## config.mk

```make
export PLATFORM = sky130hd
export DESIGN_NAME = led_counter_flat
export DESIGN_NICKNAME = d
export VERILOG_FILES = /design/src/rtl/led_counter_if.sv /design/src/rtl/led_counter.sv /design/src/flat_wrapper.sv
export SDC_FILE = /design/constraint.sdc
export NUM_CORES = 1
export LEC_CHECK = 0
export ABC_AREA = 0
export BUFFER_PORTS_ARGS = -buffer_cell sky130_fd_sc_hd__buf_2
export CELL_PAD_IN_SITES_DETAIL_PLACEMENT = 1
export CELL_PAD_IN_SITES_GLOBAL_PLACEMENT = 2
export CORE_ASPECT_RATIO = 0.9
export CORE_MARGIN = 5
export CORE_UTILIZATION = 36
export CTS_CLUSTER_SIZE = 25
export DETAILED_ROUTE_END_ITERATION = 6
export PLACE_DENSITY = 0.79
export SYNTH_ARGS = -nofsm -noshare
export SYNTH_HDL_FRONTEND = slang
export SYNTH_SLANG_ARGS = --single-unit
export TNS_END_PERCENT = 100
```

## constraint.sdc

```tcl
create_clock -name clk -period 2.1 [get_ports clk]
set_input_delay 0.21 -clock clk [delete_from_list [all_inputs] [get_ports clk]]
set_output_delay 0.21 -clock clk [all_outputs]
set_load 0.05 [all_outputs]
```

## src/rtl/led_counter_if.sv

```systemverilog
// LED bank bus: the 5-bit display field driven by the counter.
`timescale 1ns/1ps
interface led_counter_if;
    logic [4:0] leds;

    modport master (output leds);
    modport slave  (input  leds);
endinterface

```

## src/rtl/led_counter.sv

```systemverilog
// Free-running N-bit heartbeat counter; the top 5 bits drive an LED bank.
// Large N slows the visible pattern; the field wraps every 2^N clocks.
`timescale 1ns/1ps
module led_counter #(
    parameter int N = 26
) (
    input  logic          clk,
    input  logic          rst,
    led_counter_if.master bus
);

    // Reject widths outside 1..32 at elaboration.
    if (N < 1 || N > 32) begin : g_bad_n
        $error("led_counter: N must be in 1..32");
    end

    // Power-up value 0 so the counter runs even if rst is never driven.
    logic [N-1:0] cnt = '0;

    // Count every edge; only a definite 1 on rst clears (X falls to the count branch).
    always_ff @(posedge clk) begin
        if (rst) cnt <= '0;
        else     cnt <= cnt + N'(1);
    end

    // LEDs are a pure slice of the registered count: MSB field, or zero-extended when narrow.
    if (N >= 5) begin : g_wide
        assign bus.leds = cnt[N-1:N-5];
    end else begin : g_narrow
        assign bus.leds = {{(5-N){1'b0}}, cnt};
    end

endmodule

```

## src/flat_wrapper.sv

```systemverilog
// flat-port wrapper written by rule: the top's interface ports become plain ports
module led_counter_flat 
#(
    parameter int N = 26
)
  (clk, rst, bus_leds);
  led_counter_if bus_i ();
  input  logic clk;
  input  logic rst;
  output wire logic [$bits(bus_i.leds)-1:0] bus_leds;
  assign bus_leds = bus_i.leds;
  led_counter #(.N(N)) u_core (.clk(clk), .rst(rst), .bus(bus_i));
endmodule
```

==> results.tsv, run 1 <==
stage	metric	value	unit
critical_path	worst-path cell chain	nand4_1 > or4_4 > nor4_1 > mux2_1	
yosys	flops & latches, synth	26	
clocking	CTS tree	done	
floorplanning	Core Rows	20	
floorplanning	Chip Width	71.4	um
floorplanning	area of the core	0.00333	mm^2
clocking	H-tree levels	1	
global_route	vias in the first global route	1021	
critical_path	r2r startpoint	u_core.cnt[6]$_SDFF_PP0_	
timing	max-slew violations	0	
critical_path	Req. time, crit path	2.26	ns
timing	final hold violation count	0	
timing	worst-margin pin slew	0.508	ns
yosys	post-synth top area share	0.426	
route	Via density	5.46	
yosys	most instantiated library cell after synthesis	dfxtp_1	
placed_design	placed cell count	180	
yosys	Post-Syn Area	0.00122	mm^2
timing	setup TNS	0	ns
timing	RSZ-0062 raised after global routing	no	
clocking	Worst-path clk slew	0.09	ns
critical_path	RR Endpoint	u_core.cnt[25]$_SDFF_PP0_	
placed_design	post-DP HPWL	1900	um
floorplanning	Ports	7	
clocking	Clock Tree Buf Depth	2	
final_layout	n_diodes	0	
route	DRC viols	0	
clocking	clock sink count	26	
global_route	Total GRT Usage	0.124	
yosys	synth top area cells	dfxtp_1 (43%), xor2_1 (5.0%), o31ai_1 (4.9%)	
critical_path	Worst path top cell family by delay	simple AND/OR/NAND/NOR gates	
hold_path	Hold Startpoint	rst	
final_layout	Reg with most FFs	u_core.cnt	
timing	Max Clk Rate	513	MHz
critical_path	CP startpoint kind	flip-flop	
placed_design	Setup WS pre-CTS	0.102	ns
clocking	number of hold buffers added after CTS	0	
clocking	clock root cell	clkbuf_8	
floorplanning	Starting Density	0.367	
pwr	Power Total	0.795	mW
critical_path	CP bufs+invs	0	
final_layout	Layout fillers	394	
final_layout	leading registers by flop count	u_core.cnt x26	
global_route	first-pass GRT wire length	4680	um
final_layout	Layout Cells excl Fill	183	
timing	Setup-failing EPs final	0	
global_route	initial antenna violation count	0	
route	initial drt markers	35	
route	first-pass iteration count of the detailed router	2	
yosys	Post-synth EDFFs	0	
job	Max Cap Viol	0	
final_layout	final-stage net count	144	
timing	slack of the critical path	0.152	ns
placed_design	GP Congestion	0.760	
timing	final worst path period share	0.927	
global_route	largest net degree at the start of global routing	29	
critical_path	slowest cell on the critical path	or4_4	
hold_path	Min-Delay Path Depth	2	
pwr	Leakage	0.412	nW
timing	Final Skew	0.00945	ns
route	remaining antenna violation count	0	
clocking	setup bufs post-CTS	0	
run_status	status	complete, no violations	
hold_path	hold endpoint	u_core.cnt[4]$_SDFF_PP0_	
placed_design	Port Buffer Count	6	
critical_path	reg2reg path depth	4	
final_layout	Synth-to-Final Area Change	6.35	%
floorplanning	die area	0.00466	mm^2
hold_path	Hold Crit Class	in2reg	
yosys	post-synthesis cell count	139	
critical_path	worst-path maximum fanout	12	
global_route	Remaining Overflow, GRT	0	
clocking	post-CTS sizing	0	
floorplanning	Die H	65.3	um
yosys	Seq/Total Area, Yosys	0.426	
pwr	PwrDens	611	mW/mm^2
clocking	Skew-Pair Late Insertion Delay	0.27	ns
clocking	number of CTS-inserted buffers	3	
yosys	post-synth top area cell	dfxtp_1	
route	via count	999	
placed_design	placed inst area	0.00126	mm^2
critical_path	Critical Path End Type	flip-flop	
yosys	Cell variety after synth	30	
critical_path	r2r setup slk	0.15	ns
yosys	ys flop type	dfxtp_1	
critical_path	Arr. time, crit path	2.11	ns
pwr	peak supply drop	0.392	mV
yosys	share of flip-flops with an asynchronous set or reset	0	
route	per-cell routed wire length	14.2	um
final_layout	max reg flops	26	
yosys	Post-synth top cells	dfxtp_1 (26), nor2_1 (15), a21oi_1 (11)	
timing	Slew headroom	0.662	
final_layout	final instance area	0.00130	mm^2
critical_path	Setup CP Type	reg2reg	
yosys	Avg Cell Area, Syn	8.79	um^2
route	final WL	2600	um
critical_path	CP max stage delay	0.58	ns
yosys	syn nets	142	
final_layout	layout cells sized above 1	0.101	
yosys	YS warnings	0	
timing	minimum clock period	1.95	ns
[metrics by stage]
step | util | hold WS [ns]
global route | 0.391 | 0.404
floorplan | - | 0.430
finish | 0.391 | 0.382
CTS | 0.391 | 0.384
detailed placement | 0.378 | 0.454
global placement | 0.378 | 0.442
[area by class of cell]
type | count | area [um^2] | area share
multi-input combinational | 99 | 623 | 0.479
sequential | 26 | 520 | 0.400
tap | 44 | 55.1 | 0.0423
timing repair buffer | 9 | 52.6 | 0.0404
clock buffer | 3 | 41.3 | 0.0318
inverter | 2 | 7.51 | 0.00577
[cell usage in the layout, fill, tap and decap left out, drive strengths merged]
master	n
dfxtp	26
nor2	15
a21oi	11
or4	9
buf	9
nand4	8
o31ai	8
nand3	8
nand2	7
xor2	7
xnor2	4
and4	3
nor2b	3
clkbuf	3
or2	2
or3	2
inv	2
nor3	2
nor4	2
mux2	2
o21ai	2
and2	1
o41ai	1
or4b	1
ha	1
[per-layer routing]
metal / track usage / share of wire / routed length (um) / vias up
met1: 0.150 / 0.47 / 1230 / 489
met3: 0.0382 / 0.030 / 79 / 2
li1: - / - / - / 502
met4: 0.0211 / 0.0054 / 14 / 0
met5: 0 / 0 / 0 / -
met2: 0.220 / 0.49 / 1280 / 6
[logic make-up (layout without fill, tap and decap cells)]
| group | Yosys count | count (layout) | share of synthesized area |
|---|---|---|---|
| buf+inv | 14 | 14 | 0.0645 |
| flops | 26 | 26 | 0.426 |
| simple gates | 63 | 63 | 0.293 |
| compound gates | 22 | 22 | 0.110 |
| fa+ha+maj | 1 | 1 | 0.0102 |
| xor+xnor | 11 | 11 | 0.0788 |
| mux | 2 | 2 | 0.0184 |
[worst max-delay path by stage]
stage	depth (start not counted)	slack, ns	to	start
after floorplan	5	0.24	u_core.cnt[25]$_SDFF_PP0_	u_core.cnt[5]$_SDFF_PP0_
after CTS	4	0.10	u_core.cnt[25]$_SDFF_PP0_	u_core.cnt[11]$_SDFF_PP0_
after global routing	4	0.03	u_core.cnt[25]$_SDFF_PP0_	u_core.cnt[11]$_SDFF_PP0_
after detailed placement	4	0.10	u_core.cnt[25]$_SDFF_PP0_	u_core.cnt[11]$_SDFF_PP0_
final	4	0.15	u_core.cnt[25]$_SDFF_PP0_	u_core.cnt[6]$_SDFF_PP0_
after global placement	4	0.23	u_core.cnt[25]$_SDFF_PP0_	u_core.cnt[11]$_SDFF_PP0_
[report_power, final]
part           total, mW  leakage, nW  switching, mW  internal, mW
sequential         0.502        0.210        0.00469         0.497
clock              0.275       0.0216          0.146         0.128
combinational     0.0181        0.180         0.0122       0.00582
total              0.795        0.412          0.163         0.632
Note: power is estimated with default switching activity, not from simulation.
==> run 2: changes to the inputs <==
CORE_UTILIZATION = 33   (was 36)
PLACE_DENSITY = 0.76   (was 0.79)
clock period = 1.64 ns   (was 2.1 ns; I/O delays follow)
==> run 2 against run 1 <==
  * The run now ends with setup timing left
  * Via count is 19% higher
  * Die area is 7.7% higher
  * Sequential power is 28% higher
  * Combinational power grew to 2.6 times the previous value
  * Final cell count is 20% higher
  * Utilization is 9.8 points higher
  * Clock skew is 0.0060 ns lower
  * Register-to-register slack worse by 0.34 ns
  * Global-route usage is 3.4 points higher
  * Setup slack worse by 0.34 ns
  * Sequential cell count stayed put
  * Critical endpoint unchanged
==> results.tsv, run 2 (same netlist as run 1, synthesis figures left out) <==
stage	metric	value	unit
run_status	status	finished with violations	
run_status	violated checks	setup timing	
final_layout	Util after Layout	0.489	
final_layout	n_diodes	0	
final_layout	Multi-input gate area	788	um^2
timing	Setup-failing EPs final	7	
critical_path	CP startpoint kind	flip-flop	
global_route	first-pass GRT wire length	6050	um
final_layout	max reg flops	26	
job	Max Cap Viol	0	
final_layout	final instance area	0.00179	mm^2
hold_path	Hold Startpoint	rst	
route	DRC viols	0	
hold_path	Hold Crit Class	in2reg	
timing	Max Clk Rate	546	MHz
critical_path	r2r startpoint	u_core.cnt[8]$_SDFF_PP0_	
placed_design	post-DP HPWL	2360	um
critical_path	Worst path top cell family by delay	simple AND/OR/NAND/NOR gates	
timing	Final Skew	0.00346	ns
global_route	vias in the first global route	1326	
pwr	peak supply drop	0.465	mV
clocking	clock root cell	clkbuf_8	
floorplanning	Die H	67.7	um
route	per-cell routed wire length	16.6	um
critical_path	Req. time, crit path	1.81	ns
timing	minimum clock period	1.83	ns
global_route	initial antenna violation count	0	
floorplanning	die area	0.00502	mm^2
global_route	Remaining Overflow, GRT	0	
timing	final worst path period share	1.12	
floorplanning	Starting Density	0.335	
final_layout	Layout fillers	423	
critical_path	reg2reg path depth	5	
clocking	Skew-Pair Late Insertion Delay	0.27	ns
floorplanning	Core Rows	21	
timing	RSZ-0062 raised after global routing	yes	
final_layout	commonest non-fill, non-tap cell in the layout	buf_4	
clocking	Worst-path clk slew	0.10	ns
placed_design	GP Congestion	0.744	
final_layout	final-stage net count	178	
timing	slack of the critical path	-0.192	ns
route	first-pass iteration count of the detailed router	4	
clocking	number of hold buffers added after CTS	0	
critical_path	CP bufs+invs	1	
final_layout	layout cells sized above 1	0.540	
timing	final hold violation count	0	
final_layout	leading registers by flop count	u_core.cnt x26	
route	via count	1190	
pwr	Leakage	0.652	nW
critical_path	RR Endpoint	u_core.cnt[25]$_SDFF_PP0_	
final_layout	Reg with most FFs	u_core.cnt	
clocking	CTS tree	done	
clocking	number of CTS-inserted buffers	3	
critical_path	worst-path maximum fanout	6	
route	Via density	5.41	
floorplanning	area of the core	0.00365	mm^2
timing	worst-margin pin slew	0.321	ns
placed_design	Port Buffer Count	6	
placed_design	placed inst area	0.00149	mm^2
route	initial drt markers	17	
final_layout	sequential standard cell area	542	um^2
critical_path	Arr. time, crit path	2.00	ns
critical_path	CP max stage delay	0.59	ns
floorplanning	Chip Width	74.2	um
clocking	clock sink count	26	
timing	max-slew violations	0	
route	remaining antenna violation count	0	
global_route	largest net degree at the start of global routing	16	
critical_path	r2r setup slk	-0.19	ns
critical_path	Setup CP Type	reg2reg	
critical_path	slowest cell on the critical path	or4_4	
critical_path	Critical Path End Type	flip-flop	
critical_path	worst-path cell chain	nand4_1 > or4_4 > buf_4 > nor4_4 > mux2_4	
hold_path	hold endpoint	u_core.cnt[7]$_SDFF_PP0_	
clocking	Clock Tree Buf Depth	2	
global_route	Total GRT Usage	0.158	
final_layout	most frequent cells in the layout	buf_4 (34), nor2_1 (15), dfxtp_2 (14)	
route	final WL	3660	um
clocking	H-tree levels	1	
pwr	PwrDens	690	mW/mm^2
final_layout	Synth-to-Final Area Change	46.1	%
floorplanning	Ports	7	
hold_path	Min-Delay Path Depth	2	
timing	Slew headroom	0.783	
==> run 2: cell types whose count changed in the layout (fill, tap and decap cells not counted), moves of 3 or more <==
| cell | previous run | this run |
|---|---|---|
| dfxtp_1 | 26 | 11 |
| a21oi_2 | 0 | 8 |
| buf_4 | 3 | 34 |
| a21oi_1 | 11 | 3 |
| or4_1 | 8 | 4 |
| o31ai_1 | 8 | 5 |
| dfxtp_2 | 0 | 14 |
| or4_4 | 1 | 5 |
| buf_6 | 0 | 3 |
==> run 2: timing repair <==
item	in CTS	in global routing
setup buffers	5	7
endpoints found under the setup margin	10	12
pin swaps	13	11
gates resized for setup	20	23
gates cloned	0	0
==> run 2: final cells by class <==
cell class | count | area share
Timing Repair Buffer | 43 | 0.179
Tap cell | 46 | 0.0322
Multi-Input combinational cell | 99 | 0.441
Clock inverter | 1 | 0.0168
Inverter | 2 | 0.00420
Sequential cell | 26 | 0.303
Clock buffer | 3 | 0.0231
==> run 2: how the worst max path moves through the flow <==
| stage | startpoint | end | slack, ns | depth (start not counted) |
|---|---|---|---|---|
| final | u_core.cnt[8]$_SDFF_PP0_ | u_core.cnt[25]$_SDFF_PP0_ | -0.19 | 5 |
| after CTS | u_core.cnt[6]$_SDFF_PP0_ | u_core.cnt[17]$_SDFF_PP0_ | -0.14 | 6 |
| after floorplan | u_core.cnt[15]$_SDFF_PP0_ | u_core.cnt[23]$_SDFF_PP0_ | -0.11 | 5 |
| after global placement | u_core.cnt[8]$_SDFF_PP0_ | u_core.cnt[23]$_SDFF_PP0_ | -0.08 | 4 |
| after global routing | u_core.cnt[8]$_SDFF_PP0_ | u_core.cnt[25]$_SDFF_PP0_ | -0.25 | 5 |
| after detailed placement | u_core.cnt[8]$_SDFF_PP0_ | u_core.cnt[21]$_SDFF_PP0_ | -0.14 | 4 |
==> run 2: per-stage QoR <==
step	hold slack [ns]	TNS, ns	setup WS, ns	instances	power [mW]
floorplan	0.432	-0.309	-0.110	139	0.674
global placement	0.475	-0.421	-0.0795	207	0.689
detailed placement	0.499	-0.853	-0.143	207	0.692
CTS	0.230	-0.670	-0.137	216	1.24
global route	0.244	-1.53	-0.253	220	1.28
finish	0.229	-0.995	-0.192	220	1.23
==> run 2: where the power goes <==
group / switching, mW / leakage [nW] / internal, mW / total (mW)
logic: 0.0244 / 0.398 / 0.0227 / 0.0471
registers: 0.00587 / 0.217 / 0.636 / 0.642
clock network: 0.216 / 0.0357 / 0.327 / 0.543
total: 0.246 / 0.652 / 0.986 / 1.23
==> run 2: per-layer routing <==
metal  global-route usage  vias to the layer above  share of wire
met4               0.0769                        0          0.019
met1                0.174                      597           0.43
met5                    0                        -              0
met2                0.285                       15           0.52
met3               0.0357                        8          0.027
li1                     -                      570              -
==> run 3: changes to the inputs <==
ABC_AREA = 1   (was 0)
CORE_UTILIZATION = 30   (was 33)
==> run 3 against run 2 <==
  * The flow now finishes without violations
  * Fmax up 31%
  * Sequential share of layout area increased by 3.7 points
  * Combinational power down 25%
  * Design area fell by 14%
  * Final cell count rose by 21%
  * Power shrank 1.3%
  * Largest power group unchanged
  * Die area grew 21%
  * Synthesized cell count up 45%
  * Critical path depth up 3
  * Setup slack better by 0.43 ns
  * Largest cell class unchanged
  * Register-to-register slack improved by 0.43 ns
  * Sequential cell count stayed put
==> results.tsv, run 3 <==
stage	metric	value	unit
timing	setup TNS	0	ns
pwr	Leakage	0.525	nW
clocking	clock root cell	clkbuf_8	
final_layout	leading registers by flop count	u_core.cnt x26	
placed_design	Port Buffer Count	6	
yosys	synth top area cells	dfxtp_1 (37%), nand2_1 (11%), nor2_1 (11%)	
critical_path	CP startpoint kind	flip-flop	
critical_path	CP max stage delay	0.38	ns
floorplanning	die area	0.00609	mm^2
route	met2 wire len	1540	um
final_layout	most frequent cells in the layout	nand2_1 (42), nor2_1 (40), dfxtp_1 (26)	
pwr	internal power	0.976	mW
floorplanning	Starting Density	0.311	
clocking	number of hold buffers added after CTS	0	
critical_path	Critical Path End Type	flip-flop	
route	WL met1	1750	um
timing	Max Clk Rate	713	MHz
pwr	peak supply drop	0.618	mV
clocking	CTS tree	done	
route	wire length on met3	96	um
clocking	number of CTS-inserted buffers	3	
run_status	status	complete, no violations	
timing	RSZ-0062 raised after global routing	no	
clocking	setup bufs post-CTS	0	
timing	worst-margin pin slew	0.328	ns
final_layout	layout cells sized above 1	0.185	
yosys	Post-synth EDFFs	0	
yosys	flops & latches, synth	26	
yosys	ys flop type	dfxtp_1	
timing	minimum clock period	1.40	ns
critical_path	Crit. Startpoint	u_core.cnt[1]$_SDFF_PP0_	
hold_path	Hold Startpoint	rst	
pwr	Comb pwr share	0.029	
pwr	PwrDens	794	mW/mm^2
route	remaining antenna violation count	0	
route	first-pass iteration count of the detailed router	4	
floorplanning	Die H	74.6	um
route	Via density	4.58	
yosys	post-synth top area cell	dfxtp_1	
global_route	Total GRT Usage	0.131	
critical_path	worst-path cell chain	ha_1 > nand2_1 > inv_1 > nand3_2 > nor2_4 > nand3_1 > nand2_1 > nor2_1	
hold_path	Hold Crit Class	in2reg	
floorplanning	Core Rows	23	
clocking	post-CTS sizing	0	
timing	Setup-failing EPs final	0	
critical_path	Setup CP Type	reg2reg	
timing	final hold violation count	0	
route	initial drt markers	41	
final_layout	commonest non-fill, non-tap cell in the layout	nand2_1	
global_route	largest net degree at the start of global routing	16	
critical_path	Req. time, crit path	1.81	ns
yosys	Seq/Total Area, Yosys	0.375	
route	final WL	3400	um
pwr	switching fraction of total power	0.197	
clocking	clock sink count	26	
route	per-cell routed wire length	12.7	um
clocking	Clock Tree Buf Depth	2	
critical_path	Arr. time, crit path	1.58	ns
yosys	YS warnings	0	
critical_path	CP most frequent cell	nand2_1	
timing	Slew headroom	0.781	
route	uppermost layer routed	met4	
global_route	first-pass GRT wire length	6160	um
timing	Final Skew	0.00266	ns
pwr	Seq pwr share	0.529	
yosys	share of flip-flops with an asynchronous set or reset	0	
global_route	vias in the first global route	1269	
final_layout	final-stage net count	209	
yosys	post-synthesis cell count	201	
clocking	H-tree levels	1	
route	via count	1224	
critical_path	worst-path maximum fanout	5	
final_layout	Reg with most FFs	u_core.cnt	
yosys	Post-synth top cells	nand2_1 (42), nor2_1 (40), dfxtp_1 (26), inv_1 (16), a21oi_1 (14)	
final_layout	max reg flops	26	
clocking	Worst-path clk slew	0.09	ns
yosys	syn nets	204	
yosys	Avg Cell Area, Syn	6.91	um^2
critical_path	CP bufs+invs	1	
global_route	Remaining Overflow, GRT	0	
clocking	Skew-Pair Late Insertion Delay	0.27	ns
yosys	Cell variety after synth	22	
yosys	most instantiated library cell after synthesis	nand2_1	
timing	max-slew violations	0	
final_layout	Synth-to-Final Area Change	10.2	%
pwr	Clock power frac	0.442	
timing	Hold WS	0.203	ns
placed_design	post-DP HPWL	2810	um
pwr	Switch Pwr	0.240	mW
critical_path	slowest cell on the critical path	dfxtp_1	
job	Max Cap Viol	0	
floorplanning	Ports	7	
placed_design	GP Congestion	0.812	
final_layout	n_diodes	0	
floorplanning	Chip Width	81.7	um
route	DRC viols	0	
floorplanning	area of the core	0.00446	mm^2
critical_path	r2r startpoint	u_core.cnt[1]$_SDFF_PP0_	
yosys	post-synth top area share	0.375	
timing	final worst path period share	0.856	
yosys	Post-Syn Area	0.00139	mm^2
critical_path	Worst path top cell family by delay	simple AND/OR/NAND/NOR gates	
global_route	initial antenna violation count	0	
-- run 3: final timing paths --
path,end,slack (ns),cells after the start
max,u_core.cnt[18]$_SDFF_PP0_,0.24,8
min,u_core.cnt[0]$_SDFF_PP0_,0.20,2
max reg2reg,u_core.cnt[18]$_SDFF_PP0_,0.24,8
min reg2reg,u_core.cnt[0]$_SDFF_PP0_,0.47,1
-- run 3: cells by family after synthesis --
logic type                 synth area share
AOI/OAI and AO/OA                    0.0829
xor gates and xnor gates             0.0189
adders and majority gates           0.00901
buffers and inverters                0.0757
DFF                                   0.375
and+or+nand+nor                       0.439
-- run 3: layout make-up --
cell class	count	area [um^2]
fill	581	2930
multi-input combinational	152	763
sequential	26	520
tap	62	77.6
inverter	16	60.1
clock buffer	3	41.3
timing repair buffer	7	37.5
clock inverter	1	30.0
-- run 3: metal layers --
layer / up-vias / track usage
li1: 636 / -
met1: 574 / 0.186
met2: 12 / 0.210
met3: 2 / 0.0327
met4: 0 / 0.0111
met5: - / 0
-- run 3: power by group through the flow --
stage	logic [mW]	registers [mW]	clock network, mW
3_5_place_dp	0.0360	0.658	0
4_1_cts	0.0362	0.643	0.565
5_1_grt	0.0428	0.644	0.580
2_1_floorplan	0.0247	0.656	0
6_report	0.0352	0.643	0.538
3_3_place_gp	0.0337	0.656	0
-- run 3: stage by stage --
step | power, mW | cells | setup WS (ns) | cell area, um^2 | util
4_1_cts | 1.24 | 267 | 0.208 | 1530 | 0.343
3_5_place_dp | 0.694 | 263 | 0.227 | 1460 | 0.327
5_1_grt | 1.27 | 267 | 0.0791 | 1530 | 0.343
3_3_place_gp | 0.690 | 263 | 0.318 | 1460 | 0.327
6_report | 1.22 | 267 | 0.237 | 1530 | 0.343
2_1_floorplan | 0.681 | 201 | 0.414 | 1390 | -
